File: src/rtl/fwd_hazard_ctrl.sv
// -----------------------------------------------------------------------------
// fwd_hazard_ctrl
//
// Forwarding and load-use hazard control for the RV32IM EX stage.
//
// Keeps {rd, we, ld} for the instructions in EX, MEM and WB. For the instruction
// currently in ID it works out the 2-bit operand-mux selects, and registers them
// into fwd_sel_a / fwd_sel_b on the edge where that instruction moves into EX.
// When a load sitting in EX feeds the ID instruction, it raises stall_out
// (combinational) for one cycle and puts a bubble into EX.
//
// Select encoding:
//   2'b00 register-file value from ID/EX
//   2'b01 EX/MEM ALU result
//   2'b10 MEM/WB result
//   2'b11 last-writeback holding register
//
// Ports:
//   clk, rst_n                   clock, asynchronous active-low reset
//   id_rs1, id_rs2               source register addresses in ID
//   id_rs1_used, id_rs2_used     the ID instruction reads that source
//   id_rd, id_reg_write          destination register and write enable in ID
//   id_mem_read                  the ID instruction is a load
//   stall_in                     external freeze; everything holds
//   flush                        flush of the ID instruction
//   fwd_sel_a, fwd_sel_b         registered operand selects for EX
//   stall_out                    hold PC and IF/ID (combinational)
//
// Optional feature (macro FWD_HAZARD_PERF_EN):
//   lu_stall_cnt   counts cycles in which stall_out is high
//   fwd_cnt        counts advances of an EX instruction that uses a forward
// -----------------------------------------------------------------------------
module fwd_hazard_ctrl #(
    parameter int REG_AW = 5,
    parameter int SEL_W  = 2
) (
    input  logic              clk,
    input  logic              rst_n,
    input  logic [REG_AW-1:0] id_rs1,
    input  logic [REG_AW-1:0] id_rs2,
    input  logic              id_rs1_used,
    input  logic              id_rs2_used,
    input  logic [REG_AW-1:0] id_rd,
    input  logic              id_reg_write,
    input  logic              id_mem_read,
    input  logic              stall_in,
    input  logic              flush,
    output logic [SEL_W-1:0]  fwd_sel_a,
    output logic [SEL_W-1:0]  fwd_sel_b,
    output logic              stall_out
`ifdef FWD_HAZARD_PERF_EN
    ,
    output logic [31:0]       lu_stall_cnt,
    output logic [31:0]       fwd_cnt
`endif
);

    localparam logic [1:0] SEL_RF  = 2'b00;
    localparam logic [1:0] SEL_EX  = 2'b01;
    localparam logic [1:0] SEL_MEM = 2'b10;
    localparam logic [1:0] SEL_WB  = 2'b11;

    localparam logic [REG_AW-1:0] REG_X0 = {REG_AW{1'b0}};

    // Sources of the next state on a clock edge
    typedef enum logic [1:0] {
        UPD_HOLD   = 2'b00,
        UPD_BUBBLE = 2'b01,
        UPD_ISSUE  = 2'b10
    } upd_e;

    // Pipeline entries
    logic [REG_AW-1:0] ex_rd_q,  ex_rd_d;
    logic              ex_we_q,  ex_we_d;
    logic              ex_ld_q,  ex_ld_d;
    logic [REG_AW-1:0] mem_rd_q, mem_rd_d;
    logic              mem_we_q, mem_we_d;
    logic              mem_ld_q, mem_ld_d;
    logic [REG_AW-1:0] wb_rd_q,  wb_rd_d;
    logic              wb_we_q,  wb_we_d;
    logic              wb_ld_q,  wb_ld_d;

    logic [SEL_W-1:0]  fwd_sel_a_q, fwd_sel_a_d;
    logic [SEL_W-1:0]  fwd_sel_b_q, fwd_sel_b_d;

    logic [SEL_W-1:0]  sel_a_s;
    logic [SEL_W-1:0]  sel_b_s;
    logic              load_use_s;
    upd_e              upd_s;

    // Picks the youngest in-flight producer of rs. x0 and unread sources always
    // select the register file.
    function automatic logic [SEL_W-1:0] calc_sel(
        input logic [REG_AW-1:0] rs,
        input logic              used,
        input logic [REG_AW-1:0] e_rd,
        input logic              e_we,
        input logic [REG_AW-1:0] m_rd,
        input logic              m_we,
        input logic [REG_AW-1:0] w_rd,
        input logic              w_we
    );
        logic [SEL_W-1:0] sel;
        sel = SEL_RF;
        if (!used || (rs == REG_X0)) begin
            sel = SEL_RF;
        end else if (e_we && (e_rd == rs)) begin
            sel = SEL_EX;
        end else if (m_we && (m_rd == rs)) begin
            sel = SEL_MEM;
        end else if (w_we && (w_rd == rs)) begin
            sel = SEL_WB;
        end else begin
            sel = SEL_RF;
        end
        return sel;
    endfunction

    // Operand selects for the instruction in ID
    always_comb begin
        sel_a_s = calc_sel(id_rs1, id_rs1_used, ex_rd_q, ex_we_q,
                           mem_rd_q, mem_we_q, wb_rd_q, wb_we_q);
        sel_b_s = calc_sel(id_rs2, id_rs2_used, ex_rd_q, ex_we_q,
                           mem_rd_q, mem_we_q, wb_rd_q, wb_we_q);
    end

    // Load in EX whose result the ID instruction needs; an external freeze
    // masks it so that the ID instruction does not also see a hazard stall
    always_comb begin
        load_use_s = ex_ld_q && ex_we_q && (ex_rd_q != REG_X0) &&
                     ((id_rs1_used && (id_rs1 == ex_rd_q)) ||
                      (id_rs2_used && (id_rs2 == ex_rd_q))) &&
                     !stall_in;
    end

    // Choose the update: the freeze wins, and both flush and load-use put a bubble in EX
    always_comb begin
        if (stall_in) begin
            upd_s = UPD_HOLD;
        end else if (flush || load_use_s) begin
            upd_s = UPD_BUBBLE;
        end else begin
            upd_s = UPD_ISSUE;
        end
    end

    // Next-state of entries and selects
    always_comb begin
        ex_rd_d     = ex_rd_q;
        ex_we_d     = ex_we_q;
        ex_ld_d     = ex_ld_q;
        mem_rd_d    = mem_rd_q;
        mem_we_d    = mem_we_q;
        mem_ld_d    = mem_ld_q;
        wb_rd_d     = wb_rd_q;
        wb_we_d     = wb_we_q;
        wb_ld_d     = wb_ld_q;
        fwd_sel_a_d = fwd_sel_a_q;
        fwd_sel_b_d = fwd_sel_b_q;
        case (upd_s)
            UPD_HOLD: begin
                ex_rd_d     = ex_rd_q;
                fwd_sel_a_d = fwd_sel_a_q;
                fwd_sel_b_d = fwd_sel_b_q;
            end
            UPD_BUBBLE: begin
                wb_rd_d     = mem_rd_q;
                wb_we_d     = mem_we_q;
                wb_ld_d     = mem_ld_q;
                mem_rd_d    = ex_rd_q;
                mem_we_d    = ex_we_q;
                mem_ld_d    = ex_ld_q;
                ex_rd_d     = REG_X0;
                ex_we_d     = 1'b0;
                ex_ld_d     = 1'b0;
                fwd_sel_a_d = SEL_RF;
                fwd_sel_b_d = SEL_RF;
            end
            UPD_ISSUE: begin
                wb_rd_d     = mem_rd_q;
                wb_we_d     = mem_we_q;
                wb_ld_d     = mem_ld_q;
                mem_rd_d    = ex_rd_q;
                mem_we_d    = ex_we_q;
                mem_ld_d    = ex_ld_q;
                ex_rd_d     = id_rd;
                ex_we_d     = id_reg_write;
                ex_ld_d     = id_mem_read;
                fwd_sel_a_d = sel_a_s;
                fwd_sel_b_d = sel_b_s;
            end
            default: begin
                ex_rd_d     = REG_X0;
                ex_we_d     = 1'b0;
                ex_ld_d     = 1'b0;
                mem_rd_d    = REG_X0;
                mem_we_d    = 1'b0;
                mem_ld_d    = 1'b0;
                wb_rd_d     = REG_X0;
                wb_we_d     = 1'b0;
                wb_ld_d     = 1'b0;
                fwd_sel_a_d = SEL_RF;
                fwd_sel_b_d = SEL_RF;
            end
        endcase
    end

    // State registers; reset turns every entry into a bubble
    always_ff @(posedge clk or negedge rst_n) begin
        if (!rst_n) begin
            ex_rd_q     <= REG_X0;
            ex_we_q     <= 1'b0;
            ex_ld_q     <= 1'b0;
            mem_rd_q    <= REG_X0;
            mem_we_q    <= 1'b0;
            mem_ld_q    <= 1'b0;
            wb_rd_q     <= REG_X0;
            wb_we_q     <= 1'b0;
            wb_ld_q     <= 1'b0;
            fwd_sel_a_q <= SEL_RF;
            fwd_sel_b_q <= SEL_RF;
        end else begin
            ex_rd_q     <= ex_rd_d;
            ex_we_q     <= ex_we_d;
            ex_ld_q     <= ex_ld_d;
            mem_rd_q    <= mem_rd_d;
            mem_we_q    <= mem_we_d;
            mem_ld_q    <= mem_ld_d;
            wb_rd_q     <= wb_rd_d;
            wb_we_q     <= wb_we_d;
            wb_ld_q     <= wb_ld_d;
            fwd_sel_a_q <= fwd_sel_a_d;
            fwd_sel_b_q <= fwd_sel_b_d;
        end
    end

    // Output mapping
    always_comb begin
        fwd_sel_a = fwd_sel_a_q;
        fwd_sel_b = fwd_sel_b_q;
        stall_out = load_use_s;
    end

`ifdef FWD_HAZARD_PERF_EN
    logic [31:0] lu_stall_cnt_q, lu_stall_cnt_d;
    logic [31:0] fwd_cnt_q,      fwd_cnt_d;

    // Counters wrap naturally. load_use_s is already low during a freeze, and
    // the forward count needs an advance, so both counters hold under stall_in.
    always_comb begin
        lu_stall_cnt_d = lu_stall_cnt_q;
        fwd_cnt_d      = fwd_cnt_q;
        if (load_use_s) begin
            lu_stall_cnt_d = lu_stall_cnt_q + 32'd1;
        end else begin
            lu_stall_cnt_d = lu_stall_cnt_q;
        end
        if (!stall_in && ((fwd_sel_a_q != SEL_RF) || (fwd_sel_b_q != SEL_RF))) begin
            fwd_cnt_d = fwd_cnt_q + 32'd1;
        end else begin
            fwd_cnt_d = fwd_cnt_q;
        end
    end

    // Counter registers
    always_ff @(posedge clk or negedge rst_n) begin
        if (!rst_n) begin
            lu_stall_cnt_q <= 32'd0;
            fwd_cnt_q      <= 32'd0;
        end else begin
            lu_stall_cnt_q <= lu_stall_cnt_d;
            fwd_cnt_q      <= fwd_cnt_d;
        end
    end

    // Counter outputs
    always_comb begin
        lu_stall_cnt = lu_stall_cnt_q;
        fwd_cnt      = fwd_cnt_q;
    end
`endif

endmodule
File: config.mk
export PLATFORM = sky130hd
export DESIGN_NAME = fwd_hazard_ctrl
export DESIGN_NICKNAME = d
export VERILOG_FILES = /design/src/rtl/fwd_hazard_ctrl.sv
export SDC_FILE = /design/constraint.sdc
export NUM_CORES = 1
export LEC_CHECK = 0
export ABC_AREA = 0
export BUFFER_PORTS_ARGS = -buffer_cell sky130_fd_sc_hd__buf_2
export CAP_MARGIN = 20
export CORE_UTILIZATION = 40
export DETAILED_ROUTE_END_ITERATION = 7
export GPL_TIMING_DRIVEN = 0
export HOLD_SLACK_MARGIN = 0.12
export MAX_ROUTING_LAYER = met4
export SLEW_MARGIN = 20
export SYNTH_ARGS = -nofsm -noshare
export SYNTH_HDL_FRONTEND = slang
export SYNTH_SLANG_ARGS = --single-unit
File: constraint.sdc
create_clock -name clk -period 1.7 [get_ports clk]
set_input_delay 0.085 -clock clk [delete_from_list [all_inputs] [get_ports clk]]
set_output_delay 0.085 -clock clk [all_outputs]
set_load 0.005 [all_outputs]
# ---- Yosys cells after proc, flatten, opt, wreduce, memory -nomap -nowiden
# Index checks and enable logic that the tools add are counted.
dict set report word_totals {
  mem_count 0
  rom_bits 0
  wordCells 62
  latch_bits 0
  input_bits 23
  register_bits 23
  ramBits 0
  output_inout_bits 5
}
dict set report classes {
  n_eq_ne 10
  n_reduce_logical 24
  n_div 0
  order_cmp 0
  shifts 0
  muxes 19
  bitwise 0
  n_addsub 0
  n_mul 0
}
# operator n
set ops {}
lappend ops {{$eq A5 B5 Y1} 8}
lappend ops {{$pmux W5 S2} 3}
lappend ops {{$mux W2} 10}
lappend ops {{$logic_and A1 B1 Y1} 12}
lappend ops {{$logic_not A5 Y1} 2}
lappend ops {{$pmux W1 S2} 4}
lappend ops {{$pmux W2 S2} 2}
lappend ops {{$reduce_bool A5 Y1} 1}
lappend ops {{$logic_or A1 B1 Y1} 4}
lappend ops {{$logic_not A1 Y1} 3}
lappend ops {{$eq A2 B1 Y1 const B} 1}
lappend ops {{$eq A2 B2 Y1 const B} 1}
lappend ops {{$logic_not A2 Y1} 1}
lappend ops {{$reduce_or A2 Y1} 1}

# ---- Logic depth before layout (Yosys ltp)
dict set report logic_depth {
  depth_word 11
  mapped_depth 5
  mapped_depth_nobuf 5
}

# ---- Least setup slack after synthesis
# Ideal clock, no wire load.
dict set report synth_path {
  kind {register to register}
  from {register ex_rd_q[2]}
  to {register fwd_sel_a_q[1], in the netlist fwd_sel_a[1]}
  arrival_ns 1.546
  t_required_ns 1.596
  path_buffers 0
  setup_time_ns 0.104
  synth_period_minus_slack_ns 1.650
  stages_incl_launch_ff 6
  slack_ns 0.050
  cell_sequence {dfrtp_1 > or4_1 > o21a_1 > nand2_2 > o21ai_2 > o41ai_2}
}
dict set report synth_via {
  elab_chain_len 10
  elab_cells_between_ends 19
  classes_between {4 x eq/ne; 5 x mux; 10 x reduce/logical}
}
# element line_no
set synth_rtl {}
lappend synth_rtl {{from (decl)} 73} ;# logic [REG_AW-1:0] ex_rd_q, ex_rd_d;
lappend synth_rtl {{from (signal assigned)} 223} ;# ex_rd_q <= ex_rd_d;
lappend synth_rtl {{$eq A5 B5 Y1 (on tied branches)} {107, 131, 132}}
lappend synth_rtl {{$logic_and A1 B1 Y1 (on tied branches)} {131, 132}}
lappend synth_rtl {{$logic_or A1 B1 Y1} 131} ;# ((id_rs1_used && (id_rs1 == ex_rd_q)) ||
lappend synth_rtl {{$logic_and A1 B1 Y1} 130} ;# load_use_s = ex_ld_q && ex_we_q && (ex_rd_q != REG_X0) &&
lappend synth_rtl {{$logic_and A1 B1 Y1} 132} ;# (id_rs2_used && (id_rs2 == ex_rd_q))) &&
lappend synth_rtl {{$logic_or A1 B1 Y1} 140} ;# end else if (flush || load_use_s) begin
lappend synth_rtl {{$mux W2} 140}
lappend synth_rtl {{$mux W2} 138} ;# if (stall_in) begin
lappend synth_rtl {{$eq A2 B2 Y1 / $logic_not A2 Y1 (equally long branches)} 160} ;# case (upd_s)
lappend synth_rtl {{$pmux W2 S2} 160}
lappend synth_rtl {{to (signal assigned)} 232} ;# fwd_sel_a_q <= fwd_sel_a_d;
lappend synth_rtl {{to (decl)} 83} ;# logic [SEL_W-1:0] fwd_sel_a_q, fwd_sel_a_d;
# Several ways; a longest one is shown, not always the timed one.
# A chain may end at the register's enable or synchronous reset.

# ---- Worst setup path in the final report
dict set report layout_path {
  from {register ex_rd_q[2]}
  to {output port stall_out}
}
dict set report layout_via {
  elab_chain_len 5
  elab_cells_between_ends 9
  classes_between {2 x eq/ne; 7 x reduce/logical}
}
# element line_no
set layout_rtl {}
lappend layout_rtl {{$eq A5 B5 Y1 (on tied branches)} {131, 132}}
lappend layout_rtl {{$logic_and A1 B1 Y1 (on tied branches)} {131, 132}}
lappend layout_rtl {{$logic_or A1 B1 Y1} 131}
lappend layout_rtl {{$logic_and A1 B1 Y1 (*)} 130}
lappend layout_rtl {{$logic_and A1 B1 Y1 (*)} 132}
lappend layout_rtl {{to (decl)} 50} ;# output logic stall_out
# Mark *: on every way between the ends. The rest lies on a longest branch, timed or not.

==> key figures <==
Cells and area
  – Final Instance Area: 0.001733 mm^2
  – Diodes inserted: 0
  – Syn-to-layout area delta: 31.90%
  – Most common cell after layout, fill and taps aside: buf_2
  – Filler cells: 284
  – Final #Nets: 184
  – Fin cells: 204
  – Share of layout cells above drive strength 1: 0.3813
  – Commonest cells after routing, fill and taps aside: buf_2 (26), dfrtp_1 (18), xor2_1 (16)

Detailed routing
  – Vias/cell: 5.010
  – Number of DRC markers in iteration 0: 27
  – Vias: 1022
  – Average routed wire per standard cell: 14.66 um
  – Final wirelength: 2991 um
  – Drt drc: 0
  – Router iterations before antenna repair: 4
  – Antenna viol nets, final: 0

STA
  – Crit share post-route: 1.128
  – Max Fclk: 0.5217 GHz
  – Fin worst setup slack: -0.2170 ns
  – Final Max Slew Viols: 0
  – Clk_skew: 0.01073 ns
  – Setup violations, final: 9
  – Crit path time final: 1.917 ns
  – Final Hold Vio Count: 0
  – Slew margin rel.: 0.6303
  – Worst Hold Slack: 0.1310 ns
  – RSZ-0062 raised after global routing: true
  – Slew @ Worst Pin: 0.5546 ns

Critical path
  – Kind of critical path: reg -> out
  – Critical path's slowest cell: or4_1
  – Worst Setup End Kind: output pin
  – Cell family with most CP delay: simple AND/OR/NAND/NOR gates
  – Reg2reg setup slack: -0.07 ns
  – Critical Path AT: 1.83 ns
  – Worst-path cell chain: or4_1, o21a_1, nor4bb_1, buf_2
  – Buf/Inv on CP: 1
  – Crit path largest cell delay: 0.54 ns
  – Startpoint Class: register
  – CP Data Required Time: 1.62 ns
  – Crit-path max FO: 5

Synth
  – Netlist Area Pre-Place: 0.001314 mm^2
  – Synth top area share: 0.4381
  – Main synth FF type: dfrtp_1
  – Post-Syn Nets: 140
  – Syn avg cell area: 11.23 um^2
  – Post-synth cell types: 28
  – Number of synthesized flops with an enable pin: 0
  – Cells after Synth: 117
  – Post-synth top area cell: dfrtp_1
  – Flops & latches, synth: 23
  – Sequential area share after synthesis: 0.4381
  – Yosys warns: 0
  – Asr flop ratio synth: 1.000
  – Synth top area cells: dfrtp_1 (44%), xor2_1 (11%), xnor2_1 (9.3%), mux2_2 (6.9%), a22o_1 (4.7%)

Clock network
  – Maximum clock insertion buffer count: 2
  – Worst-Skew Late Latency: 0.31 ns
  – Max H-tree Level: 1
  – Clock transition at the registers of the reported paths: 0.14 ns
  – Cts bufs inserted: 3
  – Clock Sinks: 23
  – CTS Root Cell: clkbuf_4
  – TritonCTS clock tree: done

GRT
  – Vias in the first global route: 1075
  – First-pass GRT wire length: 5002 um
  – Largest net degree at the start of global routing: 24
  – Overflow after GRT: 0
  – Overall Global Routing Usage: 0.1990
  – Antenna violations before repair: 0

Place
  – Dpl hpwl: 2259 um
  – Post-DP Area: 0.001499 mm^2
  – Gpl congestion: 0.8775
  – Dpl ws: -0.06222 ns
  – I/O Buffers: 26
  – Post-placement cell count: 187

Worst hold path
  – Worst min path class: in -> reg

Die
  – I/O Pins: 28
  – Die area: 0.003518 mm^2
  – Core area: 0.003078 mm^2
  – Die width: 59.31 um
  – Initial Util: 0.4268
  – Row count: 20
  – Die Y: 59.31 um

Power and ir drop
  – Worst vdd ir: 0.3379 mV
  – Power Density: 711.3 mW/mm^2
  – Leakage: 0.8051 nW

Status
  – Failing checks: negative setup slack
  – Outcome: finished with violations

Run
  – Total of max-cap violations: 0
## power by group
part | switching, mW | internal, mW | total (mW)
Clock | 0.168 | 0.0916 | 0.259
Sequential | 0.0732 | 0.598 | 0.671
Combinational | 0.132 | 0.170 | 0.302
Total | 0.373 | 0.860 | 1.23
## timing repair
item / CTS / global route
setup buffers: 0 / 3
endpoints found under the setup margin: 10 / 12
endpoints found under the hold margin: 33 / 0
resized for setup: 2 / 14
pin swaps: 1 / 10
hold buffers: 10 / 0
## stage by stage
stage | setup TNS, ns | power, mW | utilization
after floorplan | 0 | 0.8252 | -
after global placement | -0.07461 | 0.9165 | 0.4870
after detailed placement | -0.08570 | 0.9252 | 0.4870
after CTS | -0.2760 | 1.202 | 0.5289
after global routing | -1.332 | 1.302 | 0.5630
final | -0.5278 | 1.233 | 0.5630
## area by class of cell
| type | count | area [um^2] | area share |
|---|---|---|---|
| sequential | 23 | 581.8 | 0.3357 |
| buffer | 3 | 11.26 | 0.006498 |
| inverter | 1 | 3.754 | 0.002166 |
| multi-input combinational | 90 | 802.0 | 0.4628 |
| timing repair buffer | 39 | 252.7 | 0.1458 |
| clock buffer | 4 | 26.28 | 0.01516 |
| tap | 44 | 55.05 | 0.03177 |
## cells by family (layout without fill, tap and decap cells)
logic type	after synthesis	count (layout)	share of synthesized area
compound gates	20	20	0.1286
xor+xnor	30	30	0.2000
buf+inv	4	47	0.01143
flops	23	23	0.4381
mux	12	12	0.1029
simple gates	28	28	0.1191
## registers in the layout, summed over array words and instances (netlist names)
| signal | cells |
|---|---|
| mem_rd_q | 5 |
| ex_ld_q | 1 |
| fwd_sel_b | 2 |
| fwd_sel_a | 2 |
| wb_we_q | 1 |
| mem_we_q | 1 |
| ex_we_q | 1 |
| ex_rd_q | 5 |
| wb_rd_q | 5 |
## worst paths after layout
kind,to,cells past startpoint,from
max,stall_out,4,ex_rd_q[2]$_DFFE_PN0P_
min,fwd_sel_a[0]$_DFFE_PN0P_,3,id_rs1_used
max reg2reg,fwd_sel_b[1]$_DFFE_PN0P_,5,ex_rd_q[2]$_DFFE_PN0P_
min reg2reg,fwd_sel_b[0]$_DFFE_PN0P_,2,fwd_sel_b[0]$_DFFE_PN0P_
max in group asynchronous,ex_rd_q[2]$_DFFE_PN0P_,2,rst_n
min in group asynchronous,mem_rd_q[4]$_DFFE_PN0P_,2,rst_n
## worst reg2reg max path, stage by stage (launching register included)
cell and delay [ns]:
dfrtp_2 0.49, or4_1 0.54, o21a_1 0.20, nand2_2 0.08, o21a_2 0.21, a32o_1 0.18
## synth_stat cells, types with 3 or more instances
cell type / number
xnor2_1: 14
a22o_1: 7
xor2_1: 16
mux2_1: 4
dfrtp_1: 23
clkbuf_1: 3
nand3_1: 7
mux2_2: 8
nor4_1: 4
or4_1: 3
a22oi_1: 3
nand2_1: 5
## routing by layer
layer / global-route usage / share of wire
met1: 0.2569 / 0.48
met4: 0.07143 / 0.0070
met5: - / 0
met2: 0.3226 / 0.49
met3: 0.02183 / 0.024
Note: power is estimated with default switching activity, not from simulation.
